`src/rtl/shift_tx_pkg.sv`:
```
// Shared types and sizing helpers for the two-source serial transmit scheduler.
package shift_tx_pkg;

  typedef enum logic [1:0] {
    S_IDLE  = 2'd0,
    S_SHIFT = 2'd1,
    S_GAP   = 2'd2
  } state_e;

  localparam int GAP_W = 4;

  // Bit counter width for a given word width; never narrower than one bit.
  function automatic int count_width(input int width);
    return (width <= 2) ? 1 : $clog2(width);
  endfunction

endpackage

```
`src/rtl/shift_reg_core.sv`:
```
// Parallel-load, shift-left register with zero fill; load wins over shift.
module shift_reg_core
  import shift_tx_pkg::*;
#(
  parameter int WIDTH = 4
) (
  input  logic             clk,
  input  logic             rst,
  input  logic             load,
  input  logic             shift,
  input  logic [WIDTH-1:0] data_in,
  output logic [WIDTH-1:0] data_out
);

  logic [WIDTH-1:0] sr_q, sr_d;

  always_comb begin
    sr_d = sr_q;
    if (load) begin
      sr_d = data_in;
    end else if (shift) begin
      sr_d = {sr_q[WIDTH-2:0], 1'b0};
    end
  end

  always_ff @(posedge clk or negedge rst) begin
    if (!rst) begin
      sr_q <= '0;
    end else begin
      sr_q <= sr_d;
    end
  end

  assign data_out = sr_q;

endmodule

```
`src/rtl/shift_tx_scheduler.sv`:
```
// Round-robin scheduler for two word sources feeding an MSB-first serial line
// with frame start/end strobes and an optional idle gap after each frame.
module shift_tx_scheduler
  import shift_tx_pkg::*;
#(
  parameter int WIDTH = 4,
  parameter int GAP   = 1
) (
  input  logic             clk,
  input  logic             rst,
  input  logic             req0_valid,
  input  logic [WIDTH-1:0] req0_data,
  output logic             req0_ready,
  input  logic             req1_valid,
  input  logic [WIDTH-1:0] req1_data,
  output logic             req1_ready,
  output logic             sdo,
  output logic             sdo_valid,
  output logic             frame_start,
  output logic             frame_end,
  output logic             grant_id,
  output logic             busy
);

  localparam int                 COUNT_W  = count_width(WIDTH);
  localparam logic [COUNT_W-1:0] LAST_CNT = COUNT_W'(WIDTH - 1);
  localparam logic [GAP_W-1:0]   LAST_GAP = GAP_W'((GAP > 0) ? GAP - 1 : 0);

  state_e             state_q, state_d;
  logic [COUNT_W-1:0] cnt_q, cnt_d;
  logic [GAP_W-1:0]   gap_q, gap_d;
  logic               ptr_q, ptr_d;
  logic               gid_q, gid_d;

  logic             win1;
  logic             in_idle;
  logic             xfer;
  logic             load;
  logic             shift;
  logic [WIDTH-1:0] win_data;
  logic [WIDTH-1:0] sr_out;

  // A lone requester wins outright; on a tie the pointer decides.
  always_comb begin
    win1 = 1'b0;
    if (req0_valid && req1_valid) begin
      win1 = ptr_q;
    end else if (req1_valid) begin
      win1 = 1'b1;
    end
  end

  // Readies are gated by rst so every output is low while reset is held.
  assign in_idle    = rst && (state_q == S_IDLE);
  assign req0_ready = in_idle && req0_valid && !win1;
  assign req1_ready = in_idle && req1_valid && win1;
  assign xfer       = req0_ready || req1_ready;
  assign win_data   = win1 ? req1_data : req0_data;

  always_comb begin
    state_d = state_q;
    cnt_d   = cnt_q;
    gap_d   = gap_q;
    ptr_d   = ptr_q;
    gid_d   = gid_q;
    load    = 1'b0;
    shift   = 1'b0;
    case (state_q)
      S_IDLE: begin
        if (xfer) begin
          load    = 1'b1;
          gid_d   = win1;
          ptr_d   = ~win1;
          cnt_d   = '0;
          state_d = S_SHIFT;
        end
      end
      S_SHIFT: begin
        shift = 1'b1;
        if (cnt_q == LAST_CNT) begin
          cnt_d = '0;
          gap_d = '0;
          if (GAP > 0) begin
            state_d = S_GAP;
          end else begin
            state_d = S_IDLE;
          end
        end else begin
          cnt_d = cnt_q + COUNT_W'(1);
        end
      end
      S_GAP: begin
        if (gap_q == LAST_GAP) begin
          gap_d   = '0;
          state_d = S_IDLE;
        end else begin
          gap_d = gap_q + GAP_W'(1);
        end
      end
      default: begin
        state_d = S_IDLE;
      end
    endcase
  end

  always_ff @(posedge clk or negedge rst) begin
    if (!rst) begin
      state_q <= S_IDLE;
      cnt_q   <= '0;
      gap_q   <= '0;
      ptr_q   <= 1'b0;
      gid_q   <= 1'b0;
    end else begin
      state_q <= state_d;
      cnt_q   <= cnt_d;
      gap_q   <= gap_d;
      ptr_q   <= ptr_d;
      gid_q   <= gid_d;
    end
  end

  shift_reg_core #(
    .WIDTH(WIDTH)
  ) u_sr (
    .clk     (clk),
    .rst     (rst),
    .load    (load),
    .shift   (shift),
    .data_in (win_data),
    .data_out(sr_out)
  );

  // Serial outputs decode straight from state so reset silences them at once.
  assign sdo_valid   = (state_q == S_SHIFT);
  assign sdo         = sdo_valid && sr_out[WIDTH-1];
  assign frame_start = sdo_valid && (cnt_q == '0);
  assign frame_end   = sdo_valid && (cnt_q == LAST_CNT);
  assign grant_id    = gid_q;
  assign busy        = (state_q != S_IDLE);

endmodule

```
`config.mk`:
```
export PLATFORM = sky130hd
export DESIGN_NAME = shift_tx_scheduler
export DESIGN_NICKNAME = d
export VERILOG_FILES = /design/src/rtl/shift_tx_pkg.sv /design/src/rtl/shift_reg_core.sv /design/src/rtl/shift_tx_scheduler.sv
export SDC_FILE = /design/constraint.sdc
export NUM_CORES = 1
export LEC_CHECK = 0
export CAP_MARGIN = 25
export CELL_PAD_IN_SITES_DETAIL_PLACEMENT = 1
export CELL_PAD_IN_SITES_GLOBAL_PLACEMENT = 1
export CORE_MARGIN = 3
export CORE_UTILIZATION = 36
export CTS_CLUSTER_DIAMETER = 40
export DETAILED_ROUTE_END_ITERATION = 10
export PLACE_DENSITY = 0.87
export SETUP_SLACK_MARGIN = 0.2
export SLEW_MARGIN = 15
export SYNTH_ARGS = -nofsm -noshare
export SYNTH_HDL_FRONTEND = slang
export SYNTH_SLANG_ARGS = --single-unit
export TNS_END_PERCENT = 20
```
`constraint.sdc`:
```
create_clock -name clk -period 2 [get_ports clk]
set_clock_uncertainty 0.2 [all_clocks]
set_input_delay 0.3 -clock clk [delete_from_list [all_inputs] [get_ports clk]]
set_output_delay 0.3 -clock clk [all_outputs]
set_load 0.03 [all_outputs]
```
==> results.sh <==
export IMPL_clock_sinks=14
export IMPL_die_y_um=53.8
export IMPL_dp_hpwl_um=1320
export IMPL_synth_seq_cells=14
export IMPL_cap_violations=0
export IMPL_cts_buffers=3
export IMPL_clk_latency_ns=0.27
export IMPL_syn_area_sq_um=821
export IMPL_syn_inst=77
export IMPL_synth_edf_count=0
export IMPL_place_ws_ns=0.0108
export IMPL_io_buffers=19
export IMPL_drtIter0Drc=2
export IMPL_synth_xor_area_share=0.0107
export IMPL_ys_flop_type="dfrtp_1"
export IMPL_start_kind="flip-flop"
export IMPL_initial_core_util=0.398
export IMPL_cp_end_kind="output port"
export IMPL_htree_levels=1
export IMPL_hold_viol=0
export IMPL_min_path_type="reg2reg"
export IMPL_ys_async_sr_fraction=1.00
export IMPL_synth_top_family_by_area="simple AND/OR/NAND/NOR gates"
export IMPL_slowest_delay_ns=0.45
export IMPL_cpMaxStageDelayCell="dfrtp_2"
export IMPL_cpLargestDelayFamily="flip-flops"
export IMPL_area_growth_pct=41.9
export IMPL_critPathKind="reg2out"
export IMPL_dieWidth_um=53.8
export IMPL_setup_viol=0
export IMPL_wire_per_inst_um=14.8
export IMPL_grt_max_degree=15
export IMPL_synth_area_mux_share=0.0747
export IMPL_pwr_density_cell_mw_per_mm2=1200
export IMPL_worstPathMaxFanout=4
export IMPL_syn_avg_cell_area_sq_um=10.7
export IMPL_status="completed"
export IMPL_die_area_sq_mm=0.00289
export IMPL_leakagePower_nw=0.552
export IMPL_core_area_sq_mm=0.00206
export IMPL_gp_congestion=0.722
export IMPL_grt_pass1_vias=755
export IMPL_rows=16
export IMPL_finalMaxSlewViolations=0
export IMPL_final_nets=129
export IMPL_synth_compound_area_frac=0.160
export IMPL_hold_worst_slack_ns=0.299
export IMPL_ff_latch_area_sq_um=353
export IMPL_clk_path_buf_depth=2
export IMPL_peakVddDrop_uv=704
export IMPL_synthAdderAreaFrac=0.0610
export IMPL_layout_setup_ws_ns=0.0721
export IMPL_ant_nets=0
export IMPL_multi_input_area_sq_um=439
export IMPL_ios=20
export IMPL_synth_nets=93
export IMPL_finish_instance_area_sq_mm=0.00116
export IMPL_cts_tree="yes"
export IMPL_ys_seq_area_frac=0.427
export IMPL_timing_slew_headroom=0.702
export IMPL_via_per_inst=4.96
export IMPL_path_clk_slew_ns=0.08
export IMPL_fmax_mhz=519
export IMPL_antenna_found_initial=0
export IMPL_rsz0062_at_grt="true"
export IMPL_worstMarginPinSlew_ns=0.447
export IMPL_diodes=0
export IMPL_wl_um=2050
export IMPL_period_minus_slack_ns=1.93
export IMPL_yosysWarnings=0
export IMPL_setup_tns_ns=0
export IMPL_drt_pass1_iter_count=4
export IMPL_vias=684
export IMPL_path_buf_inv=2
export IMPL_grt_overflow=0
export IMPL_cts_root_buf="clkbuf_4"
export IMPL_path_cells="nor3b_4, buf_4, o211a_4, buf_6"
export IMPL_fin_crit_sh=0.964
export IMPL_arrival_ns=1.43
export IMPL_drc=0
export IMPL_ys_types=32
export IMPL_required_ns=1.50
export IMPL_yosys_area_share_simple=0.204
export IMPL_fillers=236
export IMPL_dpl_cell_area_sq_mm=0.00104
export IMPL_grt_pass1_wl_um=3250
export IMPL_drive_gt1_frac=0.405
export IMPL_track_usage=0.161
-- sequential cells by signal, indices dropped and copies added (netlist names) --
signal         cells
grant_id           1
gap_q              4
state_q            2
cnt_q              2
u_sr.data_out      4
ptr_q              1
-- repair_timing --
| action | in CTS | in global routing |
|---|---|---|
| hold buffers | 1 | 0 |
| hold endpoints to repair | 14 | 0 |
| setup endpoints to repair | 7 | 8 |
| pin swaps | 2 | 1 |
| setup buffers | 7 | 2 |
| gates resized for setup | 7 | 3 |
-- cells in the mapped netlist, types with 2 or more instances --
library cell,instances,area [sq um]
inv_1,5,18.8
o211ai_1,2,15.0
buf_6,2,22.5
nand2_1,7,26.3
a21oi_1,3,15.0
nand2b_1,2,12.5
ha_1,4,50.1
dfrtp_1,14,350
and2_1,2,12.5
nor2_2,3,18.8
mux2i_1,5,50.1
nor2_1,2,7.51
nand3_1,5,25.0
o21ai_2,3,26.3
-- area by class of cell --
cell class	instances	area share
multi-input combinational	54	0.377
sequential	14	0.303
clock buffer	3	0.0193
timing repair buffer	33	0.247
tap	27	0.0290
inverter	7	0.0247
-- final timing paths --
check,start,end,slack (ns),cells past startpoint
worst max-delay path,state_q[1]$_DFFE_PN0P_,req1_ready,0.07,4
worst min-delay path,grant_id$_DFFE_PN0P_,grant_id$_DFFE_PN0P_,0.30,1
worst max register to register,state_q[1]$_DFFE_PN0P_,grant_id$_DFFE_PN0P_,0.11,8
worst min register to register,grant_id$_DFFE_PN0P_,grant_id$_DFFE_PN0P_,0.30,1
max in group asynchronous,rst,state_q[0]$_DFFE_PN0P_,0.94,3
min in group asynchronous,rst,grant_id$_DFFE_PN0P_,0.48,3
-- report_power, final --
part / switching (mW) / internal (mW) / leakage (nW) / total (mW)
Clock: 0.0894 / 0.0697 / 0.0138 / 0.159
Combinational: 0.422 / 0.356 / 0.360 / 0.778
Sequential: 0.0868 / 0.377 / 0.179 / 0.463
Total: 0.598 / 0.802 / 0.552 / 1.40
-- metrics by stage --
step                utilization  total power [mW]  instances
detailed placement        0.503              1.14        125
finish                    0.565              1.40        138
global placement          0.503              1.11        125
CTS                       0.554              1.38        136
global route              0.565              1.50        138
floorplan                     -             0.916         77
-- cells in the final DEF (no fill, tap or decap), types with 2 or more instances in the layout --
master / instances
inv_1: 5
nor2_2: 3
o211ai_1: 2
dfrtp_2: 2
a21oi_2: 2
buf_4: 17
dlygate4sd2_1: 2
nand2_1: 6
and2_1: 2
clkdlybuf4s50_1: 11
dfrtp_1: 12
mux2i_1: 5
nand3_1: 5
ha_1: 4
a21oi_1: 2
clkbuf_4: 3
nand2b_4: 2
nor2_1: 2
buf_6: 2
o21ai_2: 3
-- cells by family (layout without fill, tap and decap cells) --
family,Yosys count,count (layout)
multiplexers,6,6
AO/OA/AOI/OAI,15,15
adder cells (fa/ha/maj),4,4
AND/OR/NAND/NOR,28,28
XOR/XNOR,1,1
flip-flops,14,14
buffers and inverters,9,43
-- per-layer routing --
metal  share of wire  track usage
met5               0            0
met4          0.0049       0.0851
met2            0.54        0.292
met1            0.41        0.173
met3           0.042       0.0332
(Power assumes the default switching activity.)
